### src/rtl/cache_types_pkg.sv
// Shared cache types: address field widths, the MSHR entry layout and the
// refill-stage state, victim bundle and next-state helper.
package cache_types_pkg;

   localparam int unsigned ADDR_BIT_LEN      = 32;
   localparam int unsigned BYTE_OFF_BIT_LEN  = 2;
   localparam int unsigned BLOCK_OFF_BIT_LEN = 2;
   localparam int unsigned INDEX_BIT_LEN     = 6;
   localparam int unsigned TAG_BIT_LEN       = ADDR_BIT_LEN - INDEX_BIT_LEN
                                               - BLOCK_OFF_BIT_LEN - BYTE_OFF_BIT_LEN;
   localparam int unsigned UUID_BIT_LEN      = 8;
   localparam int unsigned WORDS_PER_BLOCK   = 2 ** BLOCK_OFF_BIT_LEN;
   localparam int unsigned WORD_W            = 32;

   typedef struct packed {
      logic                                   valid;
      logic [UUID_BIT_LEN-1:0]                uuid;
      logic [ADDR_BIT_LEN-1:0]                block_addr;
      logic [WORDS_PER_BLOCK-1:0]             write_status;
      logic [WORDS_PER_BLOCK-1:0][WORD_W-1:0] write_block;
   } mshr_reg;

   typedef enum logic [1:0] {
      IDLE,
      EVICT,
      FETCH,
      FILL
   } refill_state_t;

   typedef struct packed {
      logic                                   valid;
      logic                                   dirty;
      logic [TAG_BIT_LEN-1:0]                 tag;
      logic [WORDS_PER_BLOCK-1:0][WORD_W-1:0] data;
   } victim_info;

   // A miss whose every word is being stored needs no fetch from memory.
   function automatic refill_state_t miss_next_state(input logic [WORDS_PER_BLOCK-1:0] ws);
      return (&ws) ? FILL : FETCH;
   endfunction

endpackage

### src/rtl/cache_miss_refill.sv
// Miss-service stage: writes back a dirty victim, fetches the missing block,
// merges buffered store words and fills the bank line, one miss at a time.
module cache_miss_refill #(
   parameter int unsigned BLOCK_WORDS = 4,
   parameter int unsigned WORD_W      = 32,
   parameter int unsigned ADDR_W      = 32
) (
   input  logic                                      CLK,
   input  logic                                      RST,
   input  cache_types_pkg::mshr_reg                  mshr_in,
   output logic                                      bank_empty,
   input  logic                                      victim_valid,
   input  logic                                      victim_dirty,
   input  logic [cache_types_pkg::TAG_BIT_LEN-1:0]   victim_tag,
   input  logic [BLOCK_WORDS*WORD_W-1:0]             victim_data,
   output logic                                      mem_req_valid,
   output logic                                      mem_req_write,
   output logic [ADDR_W-1:0]                         mem_req_addr,
   output logic [WORD_W-1:0]                         mem_req_wdata,
   input  logic                                      mem_resp_valid,
   input  logic [WORD_W-1:0]                         mem_resp_rdata,
   output logic                                      fill_en,
   output logic [ADDR_W-1:0]                         fill_addr,
   output logic [BLOCK_WORDS*WORD_W-1:0]             fill_data,
   output logic                                      fill_dirty,
   output logic                                      done_valid,
   output logic [cache_types_pkg::UUID_BIT_LEN-1:0]  done_uuid
);
   import cache_types_pkg::*;

   localparam int unsigned CNT_W   = BLOCK_OFF_BIT_LEN;
   localparam int unsigned IDX_LSB = BYTE_OFF_BIT_LEN + BLOCK_OFF_BIT_LEN;
   localparam int unsigned TAG_LSB = IDX_LSB + INDEX_BIT_LEN;

   refill_state_t                           state_q, state_d;
   logic [CNT_W-1:0]                        word_cnt_q, word_cnt_d;
   logic [UUID_BIT_LEN-1:0]                 uuid_q, uuid_d;
   logic [ADDR_W-1:0]                       block_addr_q, block_addr_d;
   logic [BLOCK_WORDS-1:0]                  ws_q, ws_d;
   logic [TAG_BIT_LEN-1:0]                  vtag_q, vtag_d;
   logic [BLOCK_WORDS-1:0][WORD_W-1:0]      vdata_q, vdata_d;
   logic [BLOCK_WORDS-1:0][WORD_W-1:0]      line_q, line_d;
   victim_info                              victim_in;
   logic                                    last_word;

   assign victim_in = '{valid: victim_valid, dirty: victim_dirty,
                        tag: victim_tag, data: victim_data};
   assign last_word = (word_cnt_q == CNT_W'(BLOCK_WORDS - 1));

   always_ff @(posedge CLK) begin
      if (RST) begin
         state_q      <= IDLE;
         word_cnt_q   <= '0;
         uuid_q       <= '0;
         block_addr_q <= '0;
         ws_q         <= '0;
         vtag_q       <= '0;
         vdata_q      <= '0;
         line_q       <= '0;
      end else begin
         state_q      <= state_d;
         word_cnt_q   <= word_cnt_d;
         uuid_q       <= uuid_d;
         block_addr_q <= block_addr_d;
         ws_q         <= ws_d;
         vtag_q       <= vtag_d;
         vdata_q      <= vdata_d;
         line_q       <= line_d;
      end
   end

   always_comb begin
      state_d       = state_q;
      word_cnt_d    = word_cnt_q;
      uuid_d        = uuid_q;
      block_addr_d  = block_addr_q;
      ws_d          = ws_q;
      vtag_d        = vtag_q;
      vdata_d       = vdata_q;
      line_d        = line_q;
      bank_empty    = 1'b0;
      mem_req_valid = 1'b0;
      mem_req_write = 1'b0;
      mem_req_addr  = '0;
      mem_req_wdata = '0;
      fill_en       = 1'b0;
      fill_addr     = '0;
      fill_data     = '0;
      fill_dirty    = 1'b0;
      done_valid    = 1'b0;
      done_uuid     = '0;

      unique case (state_q)
         IDLE: begin
            bank_empty = 1'b1;
            if (mshr_in.valid) begin
               uuid_d       = mshr_in.uuid;
               block_addr_d = mshr_in.block_addr;
               ws_d         = mshr_in.write_status;
               vtag_d       = victim_in.tag;
               vdata_d      = victim_in.data;
               // Preloading store data lets FETCH overwrite only unstored words.
               line_d       = mshr_in.write_block;
               word_cnt_d   = '0;
               if (victim_in.valid && victim_in.dirty) state_d = EVICT;
               else                                    state_d = miss_next_state(mshr_in.write_status);
            end
         end
         EVICT: begin
            mem_req_valid = 1'b1;
            mem_req_write = 1'b1;
            mem_req_addr  = {vtag_q, block_addr_q[TAG_LSB-1:IDX_LSB], word_cnt_q,
                             {BYTE_OFF_BIT_LEN{1'b0}}};
            mem_req_wdata = vdata_q[word_cnt_q];
            if (mem_resp_valid) begin
               word_cnt_d = word_cnt_q + 1'b1;
               if (last_word) state_d = miss_next_state(ws_q);
            end
         end
         FETCH: begin
            mem_req_valid = 1'b1;
            mem_req_addr  = {block_addr_q[ADDR_W-1:IDX_LSB], word_cnt_q,
                             {BYTE_OFF_BIT_LEN{1'b0}}};
            if (mem_resp_valid) begin
               if (!ws_q[word_cnt_q]) line_d[word_cnt_q] = mem_resp_rdata;
               word_cnt_d = word_cnt_q + 1'b1;
               if (last_word) state_d = FILL;
            end
         end
         FILL: begin
            fill_en    = 1'b1;
            fill_addr  = block_addr_q;
            fill_data  = line_q;
            fill_dirty = |ws_q;
            done_valid = 1'b1;
            done_uuid  = uuid_q;
            state_d    = IDLE;
         end
         default: state_d = IDLE;
      endcase
   end

endmodule

### config.mk
export PLATFORM = sky130hd
export DESIGN_NAME = cache_miss_refill
export DESIGN_NICKNAME = d
export VERILOG_FILES = /design/src/rtl/cache_types_pkg.sv /design/src/rtl/cache_miss_refill.sv
export SDC_FILE = /design/constraint.sdc
export NUM_CORES = 1
export LEC_CHECK = 0
export ABC_AREA = 1
export ABC_CLOCK_PERIOD_IN_PS = 3120
export BUFFER_PORTS_ARGS = -buffer_cell sky130_fd_sc_hd__buf_2
export CORE_AREA = 2 2 231 233
export DETAILED_ROUTE_END_ITERATION = 8
export DIE_AREA = 0 0 233 235
export PLACE_DENSITY = 0.68
export SETUP_SLACK_MARGIN = 0.15
export SLEW_MARGIN = 30
export SYNTH_ARGS = -nofsm -noshare
export SYNTH_HDL_FRONTEND = slang
export SYNTH_SLANG_ARGS = --single-unit
### constraint.sdc
create_clock -name CLK -period 3.12 [get_ports CLK]
set_clock_uncertainty 0.05 [all_clocks]
set_input_delay 0.312 -clock CLK [delete_from_list [all_inputs] [get_ports CLK]]
set_output_delay 0.312 -clock CLK [all_outputs]
set_load 0.02 [all_outputs]
==> metrics.txt <==
Arr. time, crit path 2550 ps; Pleak 13.82 nW; cell count after synthesis 2,956; crit path time final 2913 ps; Mean Syn Cell Area 6.023 µm²; DRT iter0 DRCs 1,815; Slew Limit Fails 0; layout cells sized above 1 just over 20%; Antenna Nets Post-Route 0; Core Region roughly 52,000 µm²; DR WL/cell 16.60 µm; Net count, final 3,985; Port Buf Inserts between 500 and 600; RSZ-0062 raised after global routing yes; synthesis warning total 0; CTS H-tree lvls 2; post-DP HPWL 49,530 µm; Bufs on Longest Clock Path 3; worst endpoint required time 2760 ps; fin crit share 93.38%; VDD IR max 0.0006153 V; Final setup viols 0; Cell Rows 84; sw power 9.192 mW; dpl cells ~4,100; final WL 71,910 µm; 1st-pass router iterations 6; residual DRC count 0; Die Wd 233 µm; pre-CTS setup slack 532.7 ps; GPL Wtd Cong 0.9094; synthesized cell area around 18,000 µm²; Pwr Density ~840 nW/µm²; Vias between 20,000 and 25,000; grt total ovfl 0; global-route wire length before repair 108,600 µm; TritonCTS clock tree yes; Hold WS about 26 ps; Hold Path Class in -> reg; antenna violations before repair 6; Gate power share about half; MaxCap Viol Count 0; Power Total 20.43 mW; pin count of the biggest net entering global routing 134; slew margin rel. 45.90%; Sum Neg Setup Slack 0 ps; Fmax 0.3432 GHz; initial core utilization 34.09%; Worst Setup Slack, final 206.6 ps; die height ~240 µm; Worst Setup End Kind output pin; Synth Register Bits 326; Synth cell types 28; critical path type reg -> out; critical path launch point type register; sequential area share after synthesis 36.65%; crit-path max FO 32; fin cells around 4,300; slew at the pin closest to its max-slew limit around 800 ps; status finished clean; worst skew pair latency 540 ps; Layout area overhead 36.24%; final hold vios 0; vias per inst 4.804; Clk pwr share about a fifth; CTS clk-pin slew, worst paths 60 ps; vias in the first global route 19,360; switching share of power 45.00%; # IOs 598; Num CTS Buffers 37; clk sinks 326; Seq pwr share 30.4%; total track usage 25.17%; die area 54,760 µm²; Internal 11.23 mW; Root Driver clkbuf_16
## timing repair
| item | in CTS | in global routing |
|---|---|---|
| gates cloned | 0 | 0 |
| resized for setup | 1 | 3 |
| setup buffers | 0 | 1 |
| hold buffers | 183 | 0 |
| setup endpoints to repair | 5 | 26 |
| hold endpoints to repair | 185 | 0 |
## final timing paths
path | slack, ps | cells past startpoint | start | to
setup / recovery | 210 | 5 | word_cnt_q[0] | mem_req_wdata[8]
hold / removal | 30 | 3 | victim_data[17] | vdata_q[17]
setup reg to reg | 460 | 9 | state_q[0] | line_q[100]
hold reg to reg | 420 | 2 | vdata_q[50] | vdata_q[50]
## registers in the layout (all words and copies together), names as in the netlist
name and count:
block_addr_q 32, line_q 128, state_q 2, uuid_q 8
vdata_q 128, vtag_q 22, word_cnt_q 2, ws_q 4
## logic make-up after synthesis
family                   Yosys count  synth area share [%]
adder cells (fa/ha/maj)           11                0.7730
other                              1               0.02106
flip-flops                       326                 36.65
buffers and inverters            781                 17.51
AND/OR/NAND/NOR                 1379                 31.21
multiplexers                      32                 1.799
AO/OA/AOI/OAI                    426                 12.03
## power by group through the flow
| stage | clock [mW] | sequential (mW) | combinational [mW] |
|---|---|---|---|
| 4_1_cts | 4.37 | 6.18 | 9.70 |
| 3_5_place_dp | 0 | 6.27 | 9.44 |
| 6_report | 4.29 | 6.21 | 9.92 |
| 3_3_place_gp | 0 | 6.24 | 9.35 |
| 2_1_floorplan | 0 | 6.04 | 7.14 |
| 5_1_grt | 4.51 | 6.35 | 11.2 |
## layout make-up
class | count | area [µm²]
sequential | 326 | 6528
inverter | 571 | 2161
timing repair buffer | 828 | 5314
clock buffer | 62 | 1142
multi-input combinational | 1850 | 8218
fill | 5283 | 27980
antenna | 3 | 7.507
clock inverter | 4 | 26.28
tap | 688 | 860.8
## placed cells by master, fill, tap and decap left out, drive strengths merged, types with 11 or more instances in the layout
master / count
nor2: 646
buf: 645
nand2: 588
inv: 569
o21ai: 358
dfxtp: 326
dlygate4sd3: 183
nand4: 134
a21oi: 64
clkbuf: 62
mux2i: 32
ha: 11
## critical path: stages, from the launching register on
cell     delay, ps
dfxtp_2        330
inv_2          430
buf_4          400
o21ai_0        380
a21oi_1        260
buf_2          190
## cells in the mapped netlist, drive strengths merged
library cell,number,share of area [%]
nand3,6,0.17
a21oi,64,1.8
o21a,1,0.042
a211oi,2,0.084
o21ai,358,10
or2,3,0.11
ha,11,0.77
nand2,588,12
buf,101,3.2
conb,1,0.021
clkbuf,109,2.3
nor3,2,0.056
nor2,646,14
dfxtp,326,37
mux2i,32,1.8
inv,569,12
clkinv,2,0.042
nand4,134,4.8
o211ai,1,0.042
## layer usage
metal	vias to the layer above	track usage, %	routed length, µm
li1	10230	-	-
met1	9271	30.05	27700
met2	1097	41.96	33450
met3	216	5.206	6437
met4	4	13.90	4294
met5	-	0	26
## metrics by stage
stage	area (µm²)	utilization, %
CTS	24210	46.35
global route	24250	46.43
global placement	21210	40.60
detailed placement	21210	40.60
finish	24260	46.44
floorplan	17810	-
Power figures use the tool's default switching activity.
